[src/rtl/clahe_ctrl_pkg.sv]
// Shared types and geometry helpers for the CLAHE frame sequencer.
package clahe_ctrl_pkg;

  typedef enum logic [2:0] {CLEAR, READY, ACTIVE, FLUSH, CDF} state_e;

  localparam int DEF_IMG_WIDTH  = 1280;
  localparam int DEF_IMG_HEIGHT = 720;
  localparam int DEF_TILE_H_NUM = 8;
  localparam int DEF_TILE_V_NUM = 8;
  localparam int TILE_W = DEF_IMG_WIDTH / DEF_TILE_H_NUM;
  localparam int TILE_H = DEF_IMG_HEIGHT / DEF_TILE_V_NUM;

  // Elaboration-time only; never becomes hardware.
  function automatic int tile_dim(input int total, input int num);
    return total / num;
  endfunction

  function automatic int tile_num(input int h_num, input int v_num);
    return h_num * v_num;
  endfunction

endpackage

[src/rtl/clahe_tile_locator.sv]
// Raster counters and the single output register stage that aligns
// hist_y/hist_href/hist_vsync with tile_idx.
module clahe_tile_locator
  import clahe_ctrl_pkg::*;
#(
  parameter int TILE_W_P      = TILE_W,
  parameter int TILE_H_P      = TILE_H,
  parameter int TILE_H_NUM    = 8,
  parameter int TILE_V_NUM    = 8,
  parameter int TILE_NUM_BITS = 6
) (
  input  logic                     pclk,
  input  logic                     rst_n,
  input  logic [7:0]               in_y,
  input  logic                     in_href,
  input  logic                     in_vsync,
  input  logic                     frame_start,
  input  logic                     href_en,
  output logic                     href_fall,
  output logic [7:0]               hist_y,
  output logic                     hist_href,
  output logic                     hist_vsync,
  output logic [TILE_NUM_BITS-1:0] tile_idx
);
  localparam int XW = $clog2(TILE_W_P + 1);
  localparam int LW = $clog2(TILE_H_P + 1);
  localparam int CW = $clog2(TILE_H_NUM + 1);
  localparam int RW = $clog2(TILE_V_NUM + 1);

  logic                     href_q, href_rise;
  logic [XW-1:0]            pix_x_q, pix_x_d, x_cur;
  logic [CW-1:0]            col_q, col_d, col_cur;
  logic [LW-1:0]            pix_l_q, pix_l_d;
  logic [RW-1:0]            row_q, row_d, row_cur;
  logic [7:0]               hist_y_q;
  logic                     hist_href_q, hist_vsync_q;
  logic [TILE_NUM_BITS-1:0] tile_idx_q, tile_idx_d;

  assign href_rise = in_href & ~href_q;
  assign href_fall = ~in_href & href_q;

  always_comb begin
    // The pixel on a line's first cycle sits at x=0 even though the counters still hold the old line.
    x_cur   = href_rise ? '0 : pix_x_q;
    col_cur = href_rise ? '0 : col_q;
    row_cur = frame_start ? '0 : row_q;
    pix_x_d = x_cur;
    col_d   = col_cur;
    if (in_href) begin
      if (x_cur == XW'(TILE_W_P - 1)) begin
        pix_x_d = '0;
        col_d   = (col_cur == CW'(TILE_H_NUM - 1)) ? col_cur : col_cur + 1'b1;
      end else begin
        pix_x_d = x_cur + 1'b1;
      end
    end
    pix_l_d = frame_start ? '0 : pix_l_q;
    row_d   = row_cur;
    if (href_fall && !frame_start) begin
      if (pix_l_q == LW'(TILE_H_P - 1)) begin
        pix_l_d = '0;
        row_d   = (row_q == RW'(TILE_V_NUM - 1)) ? row_q : row_q + 1'b1;
      end else begin
        pix_l_d = pix_l_q + 1'b1;
      end
    end
    tile_idx_d = TILE_NUM_BITS'(row_cur) * TILE_NUM_BITS'(TILE_H_NUM) + TILE_NUM_BITS'(col_cur);
  end

  always_ff @(posedge pclk or negedge rst_n) begin
    if (!rst_n) begin
      href_q       <= 1'b0;
      pix_x_q      <= '0;
      col_q        <= '0;
      pix_l_q      <= '0;
      row_q        <= '0;
      hist_y_q     <= '0;
      hist_href_q  <= 1'b0;
      hist_vsync_q <= 1'b0;
      tile_idx_q   <= '0;
    end else begin
      href_q       <= in_href;
      pix_x_q      <= pix_x_d;
      col_q        <= col_d;
      pix_l_q      <= pix_l_d;
      row_q        <= row_d;
      hist_y_q     <= in_y;
      hist_href_q  <= in_href & href_en;
      hist_vsync_q <= in_vsync;
      tile_idx_q   <= tile_idx_d;
    end
  end

  assign hist_y     = hist_y_q;
  assign hist_href  = hist_href_q;
  assign hist_vsync = hist_vsync_q;
  assign tile_idx   = tile_idx_q;

endmodule

[src/rtl/clahe_frame_ctrl.sv]
// CLAHE frame sequencer: ping-pong buffer FSM (clear/accumulate/flush/CDF)
// with frame dropping. Optional stats counters: CLAHE_FRAME_STATS_EN.
module clahe_frame_ctrl
  import clahe_ctrl_pkg::*;
#(
  parameter int IMG_WIDTH     = 1280,
  parameter int IMG_HEIGHT    = 720,
  parameter int TILE_H_NUM    = 8,
  parameter int TILE_V_NUM    = 8,
  parameter int TILE_NUM_BITS = 6
) (
  input  logic                     pclk,
  input  logic                     rst_n,
  input  logic [7:0]               in_y,
  input  logic                     in_href,
  input  logic                     in_vsync,
  output logic [7:0]               hist_y,
  output logic                     hist_href,
  output logic                     hist_vsync,
  output logic [TILE_NUM_BITS-1:0] tile_idx,
  output logic                     ping_pong_flag,
  output logic                     clear_start,
  input  logic                     clear_done,
  input  logic                     frame_hist_done,
  output logic                     cdf_start,
  input  logic                     cdf_done,
  output logic                     buf_ready,
  output logic                     frame_drop,
  output logic [15:0]              frame_cnt,
  output logic [7:0]               drop_cnt
);
  localparam int LNW = $clog2(IMG_HEIGHT + 1);

  state_e         state_q, state_d;
  logic           vs_q, vs_rise, href_fall, accept, drop;
  logic           pp_q, pp_d, clr_pend_q, clr_pend_d;
  logic           clear_start_q, clear_start_d, cdf_start_q, cdf_start_d;
  logic           buf_ready_q, buf_ready_d, frame_drop_q, frame_drop_d;
  logic           href_en_q, href_en_d;
  logic [LNW-1:0] line_cnt_q, line_cnt_d;

  clahe_tile_locator #(
    .TILE_W_P     (tile_dim(IMG_WIDTH, TILE_H_NUM)),
    .TILE_H_P     (tile_dim(IMG_HEIGHT, TILE_V_NUM)),
    .TILE_H_NUM   (TILE_H_NUM),
    .TILE_V_NUM   (TILE_V_NUM),
    .TILE_NUM_BITS(TILE_NUM_BITS)
  ) u_loc (
    .pclk       (pclk),
    .rst_n      (rst_n),
    .in_y       (in_y),
    .in_href    (in_href),
    .in_vsync   (in_vsync),
    .frame_start(accept),
    .href_en    (href_en_q),
    .href_fall  (href_fall),
    .hist_y     (hist_y),
    .hist_href  (hist_href),
    .hist_vsync (hist_vsync),
    .tile_idx   (tile_idx)
  );

  assign vs_rise = in_vsync & ~vs_q;

  always_comb begin
    state_d       = state_q;
    pp_d          = pp_q;
    clr_pend_d    = 1'b0;
    clear_start_d = clr_pend_q;
    cdf_start_d   = 1'b0;
    href_en_d     = href_en_q;
    line_cnt_d    = line_cnt_q;
    accept        = 1'b0;
    case (state_q)
      CLEAR:  if (clear_done) begin
                if (vs_rise) accept = 1'b1;
                else         state_d = READY;
              end
      READY:  if (vs_rise) accept = 1'b1;
      ACTIVE: if (vs_rise) begin
                state_d   = FLUSH;
                href_en_d = 1'b0;
              end else if (href_fall) begin
                line_cnt_d = line_cnt_q + 1'b1;
                if (line_cnt_q == LNW'(IMG_HEIGHT - 1)) begin
                  state_d   = FLUSH;
                  href_en_d = 1'b0;
                end
              end
      FLUSH:  if (frame_hist_done) begin
                state_d     = CDF;
                cdf_start_d = 1'b1;
              end
      CDF:    if (cdf_done) begin
                state_d    = CLEAR;
                pp_d       = ~pp_q;
                clr_pend_d = 1'b1;
              end
      default: state_d = CLEAR;
    endcase
    drop = vs_rise & ~accept;
    if (accept) begin
      state_d    = ACTIVE;
      href_en_d  = 1'b1;
      line_cnt_d = '0;
    end
    if (drop) href_en_d = 1'b0;
    frame_drop_d = drop;
    buf_ready_d  = (state_d == READY);
  end

  // clr_pend resets high so the first cycle out of reset requests a clear.
  always_ff @(posedge pclk or negedge rst_n) begin
    if (!rst_n) begin
      state_q       <= CLEAR;
      vs_q          <= 1'b0;
      pp_q          <= 1'b0;
      clr_pend_q    <= 1'b1;
      clear_start_q <= 1'b0;
      cdf_start_q   <= 1'b0;
      buf_ready_q   <= 1'b0;
      frame_drop_q  <= 1'b0;
      href_en_q     <= 1'b0;
      line_cnt_q    <= '0;
    end else begin
      state_q       <= state_d;
      vs_q          <= in_vsync;
      pp_q          <= pp_d;
      clr_pend_q    <= clr_pend_d;
      clear_start_q <= clear_start_d;
      cdf_start_q   <= cdf_start_d;
      buf_ready_q   <= buf_ready_d;
      frame_drop_q  <= frame_drop_d;
      href_en_q     <= href_en_d;
      line_cnt_q    <= line_cnt_d;
    end
  end

  assign ping_pong_flag = pp_q;
  assign clear_start    = clear_start_q;
  assign cdf_start      = cdf_start_q;
  assign buf_ready      = buf_ready_q;
  assign frame_drop     = frame_drop_q;

`ifdef CLAHE_FRAME_STATS_EN
  logic [15:0] frame_cnt_q, frame_cnt_d;
  logic [7:0]  drop_cnt_q, drop_cnt_d;

  always_comb begin
    frame_cnt_d = accept ? frame_cnt_q + 16'd1 : frame_cnt_q;
    drop_cnt_d  = (drop && drop_cnt_q != 8'hff) ? drop_cnt_q + 8'd1 : drop_cnt_q;
  end

  always_ff @(posedge pclk or negedge rst_n) begin
    if (!rst_n) begin
      frame_cnt_q <= '0;
      drop_cnt_q  <= '0;
    end else begin
      frame_cnt_q <= frame_cnt_d;
      drop_cnt_q  <= drop_cnt_d;
    end
  end

  assign frame_cnt = frame_cnt_q;
  assign drop_cnt  = drop_cnt_q;
`else
  assign frame_cnt = '0;
  assign drop_cnt  = '0;
`endif

endmodule

[config.mk]
export PLATFORM = sky130hd
export DESIGN_NAME = clahe_frame_ctrl
export DESIGN_NICKNAME = d
export VERILOG_FILES = /design/src/rtl/clahe_ctrl_pkg.sv /design/src/rtl/clahe_tile_locator.sv /design/src/rtl/clahe_frame_ctrl.sv
export SDC_FILE = /design/constraint.sdc
export NUM_CORES = 1
export LEC_CHECK = 0
export ABC_AREA = 1
export CAP_MARGIN = 20
export CORE_MARGIN = 3
export CORE_UTILIZATION = 30
export CTS_CLUSTER_SIZE = 30
export DETAILED_ROUTE_END_ITERATION = 6
export SYNTH_ARGS = -nofsm -noshare
export SYNTH_HDL_FRONTEND = slang
export SYNTH_SLANG_ARGS = --single-unit
[constraint.sdc]
create_clock -name pclk -period 1.9 [get_ports pclk]
set_input_delay 0.38 -clock pclk [delete_from_list [all_inputs] [get_ports pclk]]
set_output_delay 0.38 -clock pclk [all_outputs]
set_load 0.02 [all_outputs]
[Word level (Yosys, flattened, before mapping)]
Cells that the tools add are included.
Storage, ports and cells
  bits in registers: 60
  input bits: 15
  output and inout bits: 45
  word-level logic and storage cells: 98
Cells by class
  $add $sub $neg: 6
  eq/ne operators: 12
  mux-type cells: 40
  bitwise logic cells: 10
  reductions and logical operators: 12
Operators by type and width (count)
  10-bit 2-to-1 mux: 4
  4-bit 2-to-1 mux: 8
  3-bit 2-to-1 mux: 8
  8-bit 2-to-1 mux: 3
  7-bit 2-to-1 mux: 3
  3-bit case mux with 5 select lines: 1
  1-bit 2-to-1 mux: 12
  10-bit by 1-bit adder with 10-bit output, second input constant: 1
  10-bit == test, second input constant: 1
  4-bit by 1-bit adder with 4-bit output, second input constant: 2
  8-bit by 1-bit adder with 8-bit output, second input constant: 1
  4-bit by 3-bit == test with 1-bit output, second input constant: 2
  8-bit == test, second input constant: 1
  4-bit nonzero test: 2
  7-bit by 1-bit adder with 7-bit output, second input constant: 1
  7-bit == test, second input constant: 1
  6-bit by 4-bit adder with 6-bit output: 1
  3-bit by 1-bit == test with 1-bit output, second input constant: 2
  3-bit by 2-bit == test with 1-bit output, second input constant: 2
  3-bit AND reduction: 2
  2-bit nonzero test: 3
  1-bit bitwise AND: 5
  1-bit inverter: 5
  3-bit == test, second input constant: 1
  other kinds (8): 8

[Logic depth before layout (Yosys ltp)]
Gate-level depths: netlist of the first run.
  word-level depth: 9
  gate-level depth with buffers: 11
  mapped depth without buffers: 11

[Hierarchy]
Synthesis of the first run repeated with hierarchy kept, for this count alone.
Unflattened totals
  cells, all modules: 372
  area, all modules: 3119.2 um^2
By module, submodules not included
  clahe_tile_locator: instances 1, cells each 205, area each 1831.8 um^2, sequential area each 1001.0 um^2
  clahe_frame_ctrl: instances 1, cells each 167, area each 1287.5 um^2, sequential area each 526.8 um^2

[Worst setup path before layout of the first run]
Ideal clock, no wire load.
  kind: flip-flop to flip-flop
  start point: register state_q[1]
  end point: register u_loc.tile_idx_q[5] (netlist: u_loc.tile_idx[5])
  library setup time: 125 ps
  data arrival time: 1494 ps
  data required time: 1775 ps
  slack: 281 ps
  stages on the path, launching flop included: 11
  path buffers: 1
  clock period less this slack: 1619 ps
  path through: dfrtp_1 -> nor2_1 -> nand2_1 -> nand2_2 -> nand2_4 -> buf_12 -> inv_2 -> nor2_1 -> ha_1 -> ha_1 -> xor2_1
On the way
  cells in the longest elaborated chain, start to end: 4
  elaborated cells between the ends (all ways): 5
  classes of those cells: add/sub: 1; eq/ne: 1; mux: 2; reduce/logical: 1
RTL lines
  from (decl): RTL line clahe_frame_ctrl.sv:34  | state_e state_q, state_d;
  from (signal assigned): RTL line clahe_frame_ctrl.sv:126  | state_q <= state_d;
  3-bit by 1-bit == test with 1-bit output / 3-bit zero test (equally long branches): RTL line clahe_frame_ctrl.sv:74  | case (state_q)
  1-bit case mux with 2 select lines *: RTL line clahe_frame_ctrl.sv:74
  4-bit 2-to-1 mux *: RTL line clahe_tile_locator.sv:46  | row_cur = frame_start ? '0 : row_q;
  6-bit by 4-bit adder with 6-bit output *: RTL line clahe_tile_locator.sv:67  | tile_idx_d = TILE_NUM_BITS'(row_cur) * TILE_NUM_BITS'(TILE_H_NUM) + TILE_NUM_BITS'(col_cur);
  via u_loc.tile_idx_d[5]: RTL line clahe_tile_locator.sv:37  | logic [TILE_NUM_BITS-1:0] tile_idx_q, tile_idx_d;
  to (signal assigned): RTL line clahe_tile_locator.sv:90  | tile_idx_q <= tile_idx_d;
  to (decl): RTL line clahe_tile_locator.sv:37
The timed path passes the listed nets; every way through them passes the cells marked *.
A chain may end at the register's enable or synchronous reset.

[Worst setup path after layout of the first run]
  start point: input in_href
  end point: register u_loc.col_q[2]
On the way
  cells in the longest elaborated chain, start to end: 6
  elaborated cells between the ends (all ways): 9
  classes of those cells: add/sub: 1; eq/ne: 2; mux: 5; bitwise: 1
RTL lines
  from (decl): RTL line clahe_frame_ctrl.sv:15  | input logic in_href,
  1-bit bitwise AND: RTL line clahe_tile_locator.sv:39  | assign href_rise = in_href & ~href_q;
  4-bit 2-to-1 mux: RTL line clahe_tile_locator.sv:45  | col_cur = href_rise ? '0 : col_q;
  4-bit by 1-bit adder with 4-bit output / 4-bit by 3-bit == test with 1-bit output (equally long branches): RTL line clahe_tile_locator.sv:52  | col_d = (col_cur == CW'(TILE_H_NUM - 1)) ? col_cur : col_cur + 1'b1;
  4-bit 2-to-1 mux: RTL line clahe_tile_locator.sv:52
  4-bit 2-to-1 mux: RTL line clahe_tile_locator.sv:50  | if (x_cur == XW'(TILE_W_P - 1)) begin
  4-bit 2-to-1 mux *: RTL line clahe_tile_locator.sv:49  | if (in_href) begin
  via u_loc.col_d[2]: RTL line clahe_tile_locator.sv:32  | logic [CW-1:0] col_q, col_d, col_cur;
  to (signal assigned): RTL line clahe_tile_locator.sv:84  | col_q <= col_d;
  to (decl): RTL line clahe_tile_locator.sv:32
Marked as above.

==> flow_metrics.py, run 1 <==
metrics = {
    "setup_path": {
        "critical_path_class": "in -> reg",
        "cp-end-kind": "flop",
        "reg2reg_slack_ps": 280,
        "cp.required_ps": 2120,
        "worstRegToRegCells": 10,
        "reg2reg_to": "u_loc.col_q[2]",
        "cp.arrival_ps": 1940,
        "crit_top_cell": "nor2_1",
        "max_stage_delay_ps": 460,
        "cp_cell_sequence": "clkdlybuf4s50_1 -> nand2_4 -> inv_2 -> nor2_1 -> ha_1 -> nand4_1 -> nor2_1 -> nand2_1 -> o21ai_0 -> o31ai_1",
        "r2r_start": "u_loc.href_q",
        "startpoint_type": "input port",
        "critPathMaxFanout": 7,
        "cp_slowest_cell": "clkdlybuf4s50_1",
    },
    "final_layout": {
        "area_growth_pct": 25.7,
        "seq_area_mm2": 0.00150,
        "multiInputGateArea_mm2": 0.00128,
        "drive_above_1_share_pct": 19.9,
        "nets": 440,
        "antennaDiodeCount": 0,
        "n_fill_cell": 1017,
        "final_util_pct": 39.6,
    },
    "yosys": {
        "postSynthAreaPerCell_um2": 8.98,
        "synthArstFlopShare_pct": 100,
        "synthTopCellsByArea": "dfrtp_1 (47%), nand2_1 (6.7%), buf_4 (5.7%)",
        "synth_top_area_share_pct": 47.1,
        "syn_inst": 349,
        "yosysUniqueCellTypes": 37,
        "seq_area_frac_synth_pct": 47.9,
        "synth_top_area_cell": "dfrtp_1",
        "synth_flop_cell": "dfrtp_1",
        "yosysMostFrequentCell": "dfrtp_1",
        "syn_area_mm2": 0.00314,
        "yosysWarningCount": 0,
        "synth-seq-cells": 60,
        "synth_edf_count": 0,
        "synth_common_cells": "dfrtp_1 (59), nand2_1 (56), inv_1 (46), nor2_1 (33)",
    },
    "clocking": {
        "ctsResizeCount": 0,
        "cts_max_level": 3,
        "cts_root_buf": "clkbuf_8",
        "path_clk_slew_ps": 70,
        "postCtsSetupBuffers": 0,
        "cts_buffers": 9,
        "clk_path_buf_depth": 2,
        "cts_hold_buf": 0,
        "clk_latency_ps": 340,
        "tritoncts": "built",
        "clock_sinks": 60,
    },
    "outcome": {
        "status": "completed",
    },
    "grt": {
        "antenna_found_initial": 0,
        "grt_max_degree": 24,
        "grt_usage_pct": 11.3,
        "grt_pass1_wl_um": 10400,
        "gr-total-overflow": 0,
        "first_global_vias": 2271,
    },
    "sta": {
        "hold_viol": 0,
        "fin_hold_ws_ps": 23.8,
        "rsz0062_at_grt": "false",
        "maxSlewViolCount": 0,
        "fmax_ghz": 0.582,
        "worst_pin_slew_ps": 555,
        "max_slew_margin_pct": 63.0,
        "setup_viol": 0,
        "min_period_ps": 1720,
        "clock_skew_ps": 9.91,
        "min_period_over_period_pct": 90.5,
    },
    "detailed_routing": {
        "wire_per_inst_um": 10.9,
        "first_pass_iters": 6,
        "dr.first_iter.drc_count": 94,
        "routed_via_density": 4.24,
        "drc": 0,
        "num_vias": 2354,
        "routed_wl_um": 6050,
        "ant_nets": 0,
    },
    "floorplan": {
        "rows": 36,
        "dieArea_mm2": 0.0117,
        "fp.dieH_um": 108,
        "io_pins": 60,
        "die-width_um": 108,
        "start_util_pct": 31.5,
        "fp.coreArea_mm2": 0.00995,
    },
    "placed_design": {
        "dp_hpwl_um": 4690,
        "gp_congestion": 0.810,
        "port_buffers": 35,
    },
    "power": {
        "p_leak_nw": 1.91,
        "p_per_area_mw_per_mm2": 959,
        "ir_drop_uv": 443,
    },
    "min_path": {
        "hold_path_class": "in -> async",
    },
    "flow_run": {
        "maxCapViolCount": 0,
    },
}
## layout make-up
type	instances	area share, %
clock buffer	9	3.14
clock inverter	7	1.94
inverter	55	5.30
multi-input combinational	229	32.4
sequential	60	38.1
tap	133	4.22
timing repair buffer	62	14.9
## how the worst max path moves through the flow
stage	from	to	slack [ps]	depth (start not counted)
after floorplan	state_q[1]	u_loc.tile_idx[5]	280	10
after global placement	in_href	u_loc.col_q[2]	-90	10
after detailed placement	in_href	u_loc.col_q[2]	-180	10
after CTS	u_loc.hist_vsync	hist_vsync	150	1
after global routing	in_href	u_loc.col_q[2]	40	10
final	in_href	u_loc.col_q[2]	180	10
## cell families after synthesis
group / share of synthesized area (%)
simple gates: 23.3
buf+inv: 14.1
flops: 47.9
compound gates: 7.46
xor+xnor: 3.91
fa+ha+maj: 3.19
other cells: 0.120
## routing by layer
metal  up-vias  share of wire (%)  track usage (%)
li1       1195                  -                -
met1      1096                 44             14.3
met2        56                 48             17.6
met3         7                6.7             4.48
met4         0                1.4             3.52
met5         -                  0                0
## power by group
group | internal, mW | switching [mW] | leakage [nW] | total [mW]
combinational | 0.441 | 0.562 | 1.03 | 1.00
sequential | 1.46 | 0.161 | 0.788 | 1.62
clock | 0.611 | 0.538 | 0.0958 | 1.15
## registers in the layout, indices dropped and copies added, names as in the netlist, 3 cells and up
signal / count
state_q: 3
u_loc.pix_l_q: 7
u_loc.col_q: 4
u_loc.row_q: 4
line_cnt_q: 10
u_loc.tile_idx: 6
u_loc.hist_y: 8
u_loc.pix_x_q: 8
## critical path, delay by kind of cell
kind                       cells  cell delay (ps)
and+or+nand+nor                5              580
buffers and inverters          2              520
adders and majority gates      1              180
AOI/OAI and AO/OA              2              280
## layout by cell type (no fill, tap or decap), types with 4 or more instances in the layout
cell type,netlist,final
xor2_1,9,9
o21ai_1,7,7
nor2_2,4,4
nand2_2,4,4
conb_1,1,24
buf_4,24,24
nand3_1,24,24
inv_1,46,46
o21ai_0,7,7
nand4_1,6,6
inv_2,7,7
ha_1,8,8
dfrtp_1,59,59
nand2_1,56,56
clkbuf_8,0,9
nand2_4,4,4
o22ai_2,4,4
nor3_2,4,4
clkdlybuf4s50_1,0,34
a21oi_1,4,4
nor2_1,33,33
nor3_1,6,6
xnor2_1,5,5
## through the flow
| step | cells | TNS, ps | instance area, um^2 | setup slack [ps] | total power, mW |
|---|---|---|---|---|---|
| 6_report | 555 | 0 | 3940 | 180 | 3.78 |
| 5_1_grt | 555 | 0 | 3940 | 36.1 | 4.04 |
| 4_1_cts | 555 | 0 | 3940 | 147 | 3.85 |
| 3_5_place_dp | 539 | -836 | 3740 | -178 | 2.66 |
| 3_3_place_gp | 539 | -335 | 3740 | -92.7 | 2.64 |
| 2_1_floorplan | 372 | 0 | 3220 | 281 | 2.31 |
Power figures use the tool's default switching activity.
==> run 2, diff against run 1 <==
--- a/config.mk
+++ b/config.mk
@@ -7,10 +7,10 @@
 export LEC_CHECK = 0
 export ABC_AREA = 1
 export CAP_MARGIN = 20
-export CORE_MARGIN = 3
 export CORE_UTILIZATION = 30
 export CTS_CLUSTER_SIZE = 30
 export DETAILED_ROUTE_END_ITERATION = 6
 export SYNTH_ARGS = -nofsm -noshare
 export SYNTH_HDL_FRONTEND = slang
+export SYNTH_HIERARCHICAL = 1
 export SYNTH_SLANG_ARGS = --single-unit
==> flow_metrics.py, run 2 <==
metrics = {
    "yosys": {
        "yosysMostFrequentCell": "nand2_1",
        "synth-seq-cells": 61,
        "synth_compound_area_share_pct": 5.25,
        "synthXorXnorAreaFrac_pct": 3.37,
        "seq_area_frac_synth_pct": 49.0,
        "synth_simple_gate_area_share_pct": 26.1,
        "syn_inst": 372,
        "yosysWarningCount": 6,
        "postSynthAreaPerCell_um2": 8.39,
        "syn_area_mm2": 0.00312,
        "synthArstFlopShare_pct": 100,
        "synth_fa_ha_area_share_pct": 2.81,
        "synth_common_cells": "nand2_1 (91), dfrtp_1 (60), inv_1 (50), nor2_1 (42), nand3_1 (26)",
        "synth_top_area_cell": "dfrtp_1",
        "synth_flop_cell": "dfrtp_1",
        "synth_top_family_by_area": "simple AND/OR/NAND/NOR gates",
        "synth_mux_area_share_pct": 0,
        "synth_edf_count": 0,
        "yosysUniqueCellTypes": 29,
        "synthTopCellsByArea": "dfrtp_1 (48%), nand2_1 (11%), inv_1 (6.0%)",
        "synth_top_area_share_pct": 48.1,
    },
    "final_layout": {
        "final_util_pct": 39.5,
        "n_fill_cell": 1027,
        "drive_above_1_share_pct": 13.5,
        "largest_register": "line_cnt_q",
        "final_cell_mix": "nand2_1 (91), dfrtp_1 (60), inv_1 (50)",
        "final_common_cell": "nand2_1",
        "largest_register_ffs": 10,
        "antennaDiodeCount": 0,
        "nets": 456,
        "stdcell_count": 571,
        "area_growth_pct": 25.5,
    },
    "setup_path": {
        "max_stage_delay_ps": 610,
        "cp_slowest_cell": "clkdlybuf4s50_1",
        "reg2reg_slack_ps": 220,
        "startpoint_type": "flop",
        "cp-end-kind": "output port",
        "cp_top_family": "buffers and inverters",
        "reg2reg_to": "u_loc/tile_idx[5]",
        "cp_cell_sequence": "clkdlybuf4s50_1",
        "worstPathBufferInverterCount": 1,
        "cp.required_ps": 1520,
        "r2r_start": "state_q[1]",
        "critPathMaxFanout": 2,
        "cp.arrival_ps": 1310,
        "worstRegToRegCells": 9,
        "critical_path_class": "reg -> out",
    },
    "clocking": {
        "cts_buffers": 9,
        "path_clk_slew_ps": 70,
        "cts_hold_buf": 0,
        "tritoncts": "built",
        "clock_sinks": 61,
        "cts_max_level": 3,
        "clk_latency_ps": 330,
        "clk_path_buf_depth": 2,
        "cts_root_buf": "clkbuf_8",
    },
    "detailed_routing": {
        "drc": 0,
        "routed_via_density": 4.18,
        "dr.first_iter.drc_count": 54,
        "wire_per_inst_um": 10.2,
        "first_pass_iters": 4,
        "routed_wl_um": 5800,
        "ant_nets": 0,
        "num_vias": 2387,
    },
    "sta": {
        "hold_viol": 0,
        "rsz0062_at_grt": "false",
        "fin_hold_ws_ps": 58.5,
        "finalWorstSetupSlack_ps": 214,
        "maxSlewViolCount": 0,
        "tns_ps": 0,
        "min_period_over_period_pct": 88.7,
        "fmax_ghz": 0.593,
        "clock_skew_ps": 9.26,
        "min_period_ps": 1690,
        "setup_viol": 0,
    },
    "grt": {
        "grt_max_degree": 62,
        "first_global_vias": 2312,
        "grt_usage_pct": 11.5,
        "antenna_found_initial": 0,
        "gr-total-overflow": 0,
        "grt_pass1_wl_um": 10200,
    },
    "flow_run": {
        "maxCapViolCount": 0,
    },
    "floorplan": {
        "io_pins": 60,
        "start_util_pct": 31.5,
        "dieArea_mm2": 0.0108,
        "fp.dieH_um": 104,
        "rows": 36,
        "fp.coreArea_mm2": 0.00991,
        "die-width_um": 104,
    },
    "power": {
        "p_per_area_mw_per_mm2": 995,
        "ir_drop_uv": 386,
        "p_leak_nw": 1.97,
    },
    "placed_design": {
        "placedCellCount": 556,
        "port_buffers": 35,
        "pre_cts_slack_ps": -211,
        "dp_hpwl_um": 4220,
        "gp_congestion": 0.765,
    },
    "outcome": {
        "status": "completed",
    },
    "min_path": {
        "hold_path_class": "in -> async",
    },
}
==> run 2: layout make-up <==
cell class | count | area [um^2] | share of cell area [%]
clock inverters | 4 | 95.1 | 2.43
well taps | 133 | 166 | 4.25
repair buffers | 55 | 510 | 13.0
multi-input cells | 253 | 1260 | 32.2
clock buffers | 11 | 151 | 3.87
flip-flops and latches | 61 | 1530 | 39.0
inverters | 54 | 203 | 5.18
==> run 2: how the worst max path moves through the flow <==
stage	start	cells past startpoint	slack, ps	end
global route	state_q[1]	12	100	u_loc/row_q[1]
finish	ping_pong_flag	1	210	ping_pong_flag
floorplan	state_q[1]	10	180	u_loc/tile_idx[5]
detailed placement	in_href	13	-210	u_loc/col_q[2]
global placement	in_href	13	-160	u_loc/col_q[2]
CTS	in_href	13	130	u_loc/col_q[2]
==> run 2: cells by family (layout without fill, tap and decap cells) <==
kind of cell             after synthesis  in the layout
XOR/XNOR                              12             12
adder cells (fa/ha/maj)                7              7
flip-flops                            61             61
AO/OA/AOI/OAI                         29             29
buffers and inverters                 81            124
AND/OR/NAND/NOR                      181            181
other                                  1             24
==> run 2: where the power goes <==
group | internal [mW] | total [mW] | switching (mW) | leakage [nW]
Combinational | 0.350 | 0.874 | 0.524 | 1.04
Clock | 0.934 | 1.43 | 0.499 | 0.125
Sequential | 1.46 | 1.59 | 0.127 | 0.802
Total | 2.75 | 3.90 | 1.15 | 1.97
==> run 2: repair_timing <==
| item | CTS | global route |
|---|---|---|
| buffers inserted | 0 | 0 |
| setup endpoints to repair | 0 | 2 |
| resized for setup | 0 | 1 |
==> run 2: metrics by stage <==
stage          instance area, um^2  total power [mW]
2_1_floorplan                 3210              2.20
3_3_place_gp                  3670              2.47
3_5_place_dp                  3670              2.49
4_1_cts                       3910              3.94
5_1_grt                       3920              4.12
6_report                      3920              3.90
==> run 2: per-layer routing <==
layer	GRT usage, %	vias up	wire, um
met4	5.20	0	95
met5	0	-	0
met1	13.7	1111	2670
met3	3.32	7	234
met2	19.2	46	2800
li1	-	1223	-
==> run 3, diff against run 2 <==
--- a/config.mk
+++ b/config.mk
@@ -6,7 +6,7 @@
 export NUM_CORES = 1
 export LEC_CHECK = 0
 export ABC_AREA = 1
-export CAP_MARGIN = 20
+export CAP_MARGIN = 25
 export CORE_UTILIZATION = 30
 export CTS_CLUSTER_SIZE = 30
 export DETAILED_ROUTE_END_ITERATION = 6
==> constraint.sdc (replaced) <==
create_clock -name pclk -period 1.9 [get_ports pclk]
set_input_delay 0.38 -clock pclk [delete_from_list [all_inputs] [get_ports pclk]]
set_output_delay 0.38 -clock pclk [all_outputs]
set_load 0.1 [all_outputs]
==> flow_metrics.py, run 3 (synthesized netlist as in run 2, its figures left out) <==
metrics = {
    "setup_path": {
        "reg2reg_slack_ps": 270,
        "cp.required_ps": 2130,
        "startpoint_type": "input port",
        "reg2reg_to": "u_loc/col_q[2]",
        "cp-end-kind": "flop",
        "cp.arrival_ps": 1970,
        "worstRegToRegCells": 13,
        "r2r_start": "u_loc/href_q",
        "critical_path_class": "in -> reg",
        "critPathMaxFanout": 6,
    },
    "flow_run": {
        "maxCapViolCount": 0,
    },
    "clocking": {
        "ctsResizeCount": 0,
        "cts_root_buf": "clkbuf_8",
        "cts_buffers": 9,
        "clk_latency_ps": 340,
        "tritoncts": "built",
        "clk_path_buf_depth": 2,
        "cts_hold_buf": 0,
        "path_clk_slew_ps": 70,
        "cts_max_level": 3,
        "postCtsSetupBuffers": 0,
        "clock_sinks": 61,
    },
    "grt": {
        "grt_usage_pct": 11.5,
        "grt_pass1_wl_um": 9990,
        "first_global_vias": 2288,
        "grt_max_degree": 62,
        "gr-total-overflow": 0,
        "antenna_found_initial": 0,
    },
    "power": {
        "internal_power_mw": 2.43,
        "switchingPower_mw": 1.65,
        "netSwitchingFraction_pct": 40.5,
        "p_leak_nw": 1.96,
        "seq_power_share_pct": 39.1,
        "p_per_area_mw_per_mm2": 1070,
        "ir_drop_uv": 561,
        "clock_power_share_pct": 28.2,
        "p_comb_share_pct": 32.6,
        "totalPowerFinal_mw": 4.08,
    },
    "sta": {
        "setup_viol": 0,
        "rsz0062_at_grt": "false",
        "fin_hold_ws_ps": 44.8,
        "min_period_over_period_pct": 91.8,
        "hold_viol": 0,
        "min_period_ps": 1740,
        "clock_skew_ps": 5.43,
        "maxSlewViolCount": 0,
        "fmax_ghz": 0.573,
    },
    "detailed_routing": {
        "routed_via_density": 4.23,
        "num_vias": 2422,
        "ant_nets": 0,
        "dr.first_iter.drc_count": 73,
        "first_pass_iters": 4,
        "routed_wl_um": 5700,
        "drc": 0,
        "wire_per_inst_um": 9.96,
    },
    "floorplan": {
        "start_util_pct": 31.5,
        "fp.dieH_um": 104,
        "fp.coreArea_mm2": 0.00991,
        "die-width_um": 104,
        "rows": 36,
        "io_pins": 60,
        "dieArea_mm2": 0.0108,
    },
    "final_layout": {
        "largest_register": "line_cnt_q",
        "antennaDiodeCount": 0,
        "area_growth_pct": 22.9,
        "drive_above_1_share_pct": 19.1,
        "largest_register_ffs": 10,
        "nets": 456,
        "stdcell_count": 572,
        "final_cell_mix": "nand2_1 (90), dfrtp_1 (60), inv_1 (50)",
        "final_common_cell": "nand2_1",
        "n_fill_cell": 1041,
        "fin_area_mm2": 0.00383,
    },
    "min_path": {
        "hold_path_class": "in -> async",
    },
    "placed_design": {
        "gp_congestion": 0.791,
        "placed_area_mm2": 0.00363,
        "placedCellCount": 556,
        "dp_hpwl_um": 4250,
        "port_buffers": 35,
    },
    "outcome": {
        "status": "completed",
    },
}
[run 3: cell types whose count changed in the layout (fill, tap and decap cells not counted), moves of 2 or more]
cell,change
buf_4,+20
clkdlybuf4s50_1,-20
clkinvlp_4,+3
bufinv_16,-2
clkbuf_8,-2
nor2_1,-2
nor2_2,+2
[run 3: worst max-delay path by stage]
stage | start | to | slack [ps] | depth (start not counted)
floorplan | state_q[1] | u_loc/tile_idx[5] | 180 | 10
global placement | in_href | u_loc/col_q[2] | -160 | 13
detailed placement | in_href | u_loc/col_q[2] | -260 | 13
CTS | in_href | u_loc/col_q[2] | 100 | 13
global route | in_href | u_loc/col_q[2] | 0.7 | 13
finish | in_href | u_loc/col_q[2] | 160 | 13
[run 3: metrics by stage]
stage	util [%]	setup TNS, ps	setup slack (ps)
detailed placement	36.6	-3010	-265
global placement	36.6	-1560	-162
global route	38.7	0	0.706
finish	38.7	0	156
floorplan	-	0	183
CTS	38.6	0	99.0
[run 3: critical path, cell delays in order]
cell and delay, ps:
clkdlybuf4s50_1 490, inv_2 120, nor2_4 40, nor2_2 110, ha_1 150, nand2_1 60
inv_1 90, nand3_1 90, nor2_2 150, buf_4 150, nand2_1 50, nand2_1 50
nand2_1 40
[run 3: routing by layer]
metal / vias up / track usage (%) / share of wire [%]
li1: 1223 / - / -
met1: 1140 / 13.9 / 46
met2: 52 / 18.9 / 48
met3: 7 / 3.82 / 4.5
met4: 0 / 4.29 / 1.3
met5: - / 0 / 0
[run 3: cell type report]
type                    instances  area (um^2)  area share (%)
flip-flops and latches         61         1530            39.9
inverters                      54          203            5.29
clock inverters                 7         75.1            1.96
multi-input cells             253         1270            33.1
well taps                     133          166            4.34
clock buffers                   9          124            3.23
repair buffers                 55          468            12.2
[run 3: power groups by stage]
stage	registers, mW	clock network [mW]	logic (mW)
5_1_grt	1.62	1.28	1.43
2_1_floorplan	1.94	0	0.710
6_report	1.60	1.15	1.33
3_5_place_dp	1.62	0	1.34
3_3_place_gp	1.62	0	1.33
4_1_cts	1.60	1.21	1.34
==> RTL change: new RTL, settings of run 1 <==
`TILE_H_NUM` is set to 8 in 2 places; all go to 16.
--- a/src/rtl/clahe_tile_locator.sv
+++ b/src/rtl/clahe_tile_locator.sv
@@ -5,7 +5,7 @@
 #(
   parameter int TILE_W_P      = TILE_W,
   parameter int TILE_H_P      = TILE_H,
-  parameter int TILE_H_NUM    = 8,
+  parameter int TILE_H_NUM    = 16,
   parameter int TILE_V_NUM    = 8,
   parameter int TILE_NUM_BITS = 6
 ) (
--- a/src/rtl/clahe_frame_ctrl.sv
+++ b/src/rtl/clahe_frame_ctrl.sv
@@ -5,7 +5,7 @@
 #(
   parameter int IMG_WIDTH     = 1280,
   parameter int IMG_HEIGHT    = 720,
-  parameter int TILE_H_NUM    = 8,
+  parameter int TILE_H_NUM    = 16,
   parameter int TILE_V_NUM    = 8,
   parameter int TILE_NUM_BITS = 6
 ) (
Formal check against the unedited RTL: same outputs for any inputs over 10 cycles, from zero or initial values and one cycle with rst_n low; that may be too few to reach the edited logic, so the function may still have changed.
==> RTL change against run 1 <==
Hold slack gained 0.0071 ns. Clock power is 25% higher. Final cell count is 2.9% higher. Via count rose by 4.8%. Sequential cell count did not move. Cell area barely moved. Total power grew 4.0%. Worst setup slack improved by 0.018 ns. Register-to-register slack got worse by 0.04 ns. Core utilization grew 0.32 points. Clock skew increased by 0.0016 ns. Routed wire length rose by 1.5%. Highest routed layer unchanged. Die area shrank 1.9%. Area after synthesis down 2.0%.
==> RTL change: results (changes against run 1) <==
Layout
  • Fill count: 984 (-3.2%)
  • Layout cells sized above 1: 15.07% (-4.8 points)
  • # diodes: 0 (unchanged)
  • Post-layout nets: 455 (+3.4%)
  • Max FFs per register: 10 (unchanged)

Logic synthesis
  • Post-synthesis xor/xnor area fraction: 3.420% (-0.49 points)
  • Ys Warns: 0 (unchanged)
  • Post-synth top flop: dfrtp_1
  • Compound-cell area share of the yosys netlist: 5.945% (-1.5 points)
  • Synth Area in Adders: 2.850% (-0.34 points)
  • Mux share of post-synthesis cell area: 0% (unchanged)
  • Post-synthesis cell type count: 28 (-24%)
  • Sequential element share of the synthesized area: 48.90% (+0.98 points)
  • Synth top cells by count: 73 x nand2_1, 59 x dfrtp_1, 51 x inv_1
  • Synth top area cells: dfrtp_1 48%, nand2_1 8.9%, inv_1 6.2%

Power and ir drop
  • Worst VDD drop: 0.5323 mV (+20%)
  • Total power: 3.927 mW (+4.0%)
  • Clk pwr: 1.44 mW (+25%)
  • Combinational cell power: 877 uW (-12%)
  • Leak: 2.003 nW (+4.7%)
  • Sw Share: 30.40% (-3.0 points)

Place
  • # port buffers: 35 (unchanged)
  • Placed Area: 3685 sq um (-1.5%)
  • Detailed placement HPWL: 4438 um (-5.3%)
  • Gpl congestion: 0.7767 (-4.1%)

Detailed routing
  • 1st-iter DRT viols: 168 (+79%)
  • Wl on met1: 2787 um (+3.8%)
  • Via count: 2,466 (+4.8%)
  • Drt total wl: 6145 um (+1.5%)
  • Met3 routed WL: 401 um (-1.5%)
  • DR WL met2: 2846 um (-1.1%)
  • Drt pass-1 iters: 5 (-1)

Critical path
  • Critical Path End: ping_pong_flag
  • Delay-heaviest family, CP: buffers and inverters
  • Crit Path Max Fanout: 2 (-5)
  • RR Endpoint: u_loc.col_q[0]
  • Setup crit start: ping_pong_flag
  • Worst reg-to-reg setup slack: 0.24 ns (-0.04 ns)
  • CP arrival: 1.32 ns (-0.62 ns)
  • Crit-path max cell delay: 0.61 ns (+0.15 ns)
  • R2R depth: 12 (+2)

Timing
  • Setup Skew: 0.01148 ns (+0.001570 ns)
  • Min Hold Slack: 0.03088 ns (+0.007094 ns)

Global routing
  • Largest net degree at the start of global routing: 61 (+150%)
  • GRT met3 Usage: 3.974% (-0.50 points)
  • Met2 Usage GRT: 18.81% (+1.2 points)
  • GR Layer Usage met1: 13.84% (-0.51 points)
  • First-pass GRT wire length: 10,670 um (+2.9%)
  • Number of global-route vias before repair: 2,435 (+7.2%)
  • GRT Util Overall: 11.49% (+0.23 points)

Clock network
  • Clk slew on worst S/H paths: 0.07 ns (about the same)
  • H-tree levels: 3 (unchanged)
  • Worst skew pair latency: 0.34 ns (about the same)

Run status
  • Status: complete, no violations
==> RTL change: cell types whose count changed after synthesis, sizes merged, moves of 2 or more <==
| cell | before | now |
|---|---|---|
| nand3 | 27 | 31 |
| xor2 | 9 | 6 |
| nor3 | 10 | 4 |
| o211ai | 2 | 0 |
| nand2 | 64 | 82 |
| nand4 | 6 | 10 |
==> RTL change: cell families after synthesis <==
family	after synthesis
flops	60
fa+ha+maj	7
buf+inv	83
simple gates	168
xor+xnor	12
compound gates	33
other cells	1
==> RTL change: worst min path at each step <==
stage	to
global route	u_loc.pix_x_q[4]
floorplan	buf_ready
global placement	clear_start
finish	u_loc.col_q[0]
CTS	u_loc.pix_x_q[4]
detailed placement	clear_start
==> RTL change: what timing repair did <==
item | in CTS | in global routing
resized for setup | 0 | 1
setup endpoints to repair | 0 | 1
endpoints found under the hold margin | 0 | 0
==> RTL change: metrics by stage <==
| stage | utilization, % | TNS (ns) | setup WS, ns | cells |
|---|---|---|---|---|
| 2_1_floorplan | - | 0 | 0.2700 | 387 |
| 3_3_place_gp | 37.35 | -1.422 | -0.1459 | 555 |
| 6_report | 39.90 | 0 | 0.1981 | 571 |
| 5_1_grt | 39.90 | 0 | 0.04766 | 571 |
| 4_1_cts | 39.88 | 0 | 0.1434 | 571 |
| 3_5_place_dp | 37.35 | -2.545 | -0.2179 | 555 |
==> RTL change: area by class of cell <==
| cell class | instances | area, sq um | share of cell area, % |
|---|---|---|---|
| Clock buffer | 10 | 137.6 | 3.496 |
| Inverter | 55 | 206.4 | 5.245 |
| Timing Repair Buffer | 63 | 570.5 | 14.49 |
| Multi-Input combinational cell | 244 | 1241 | 31.53 |
| Sequential cell | 60 | 1503 | 38.18 |
| Tap cell | 133 | 166.4 | 4.228 |
| Clock inverter | 6 | 111.4 | 2.829 |
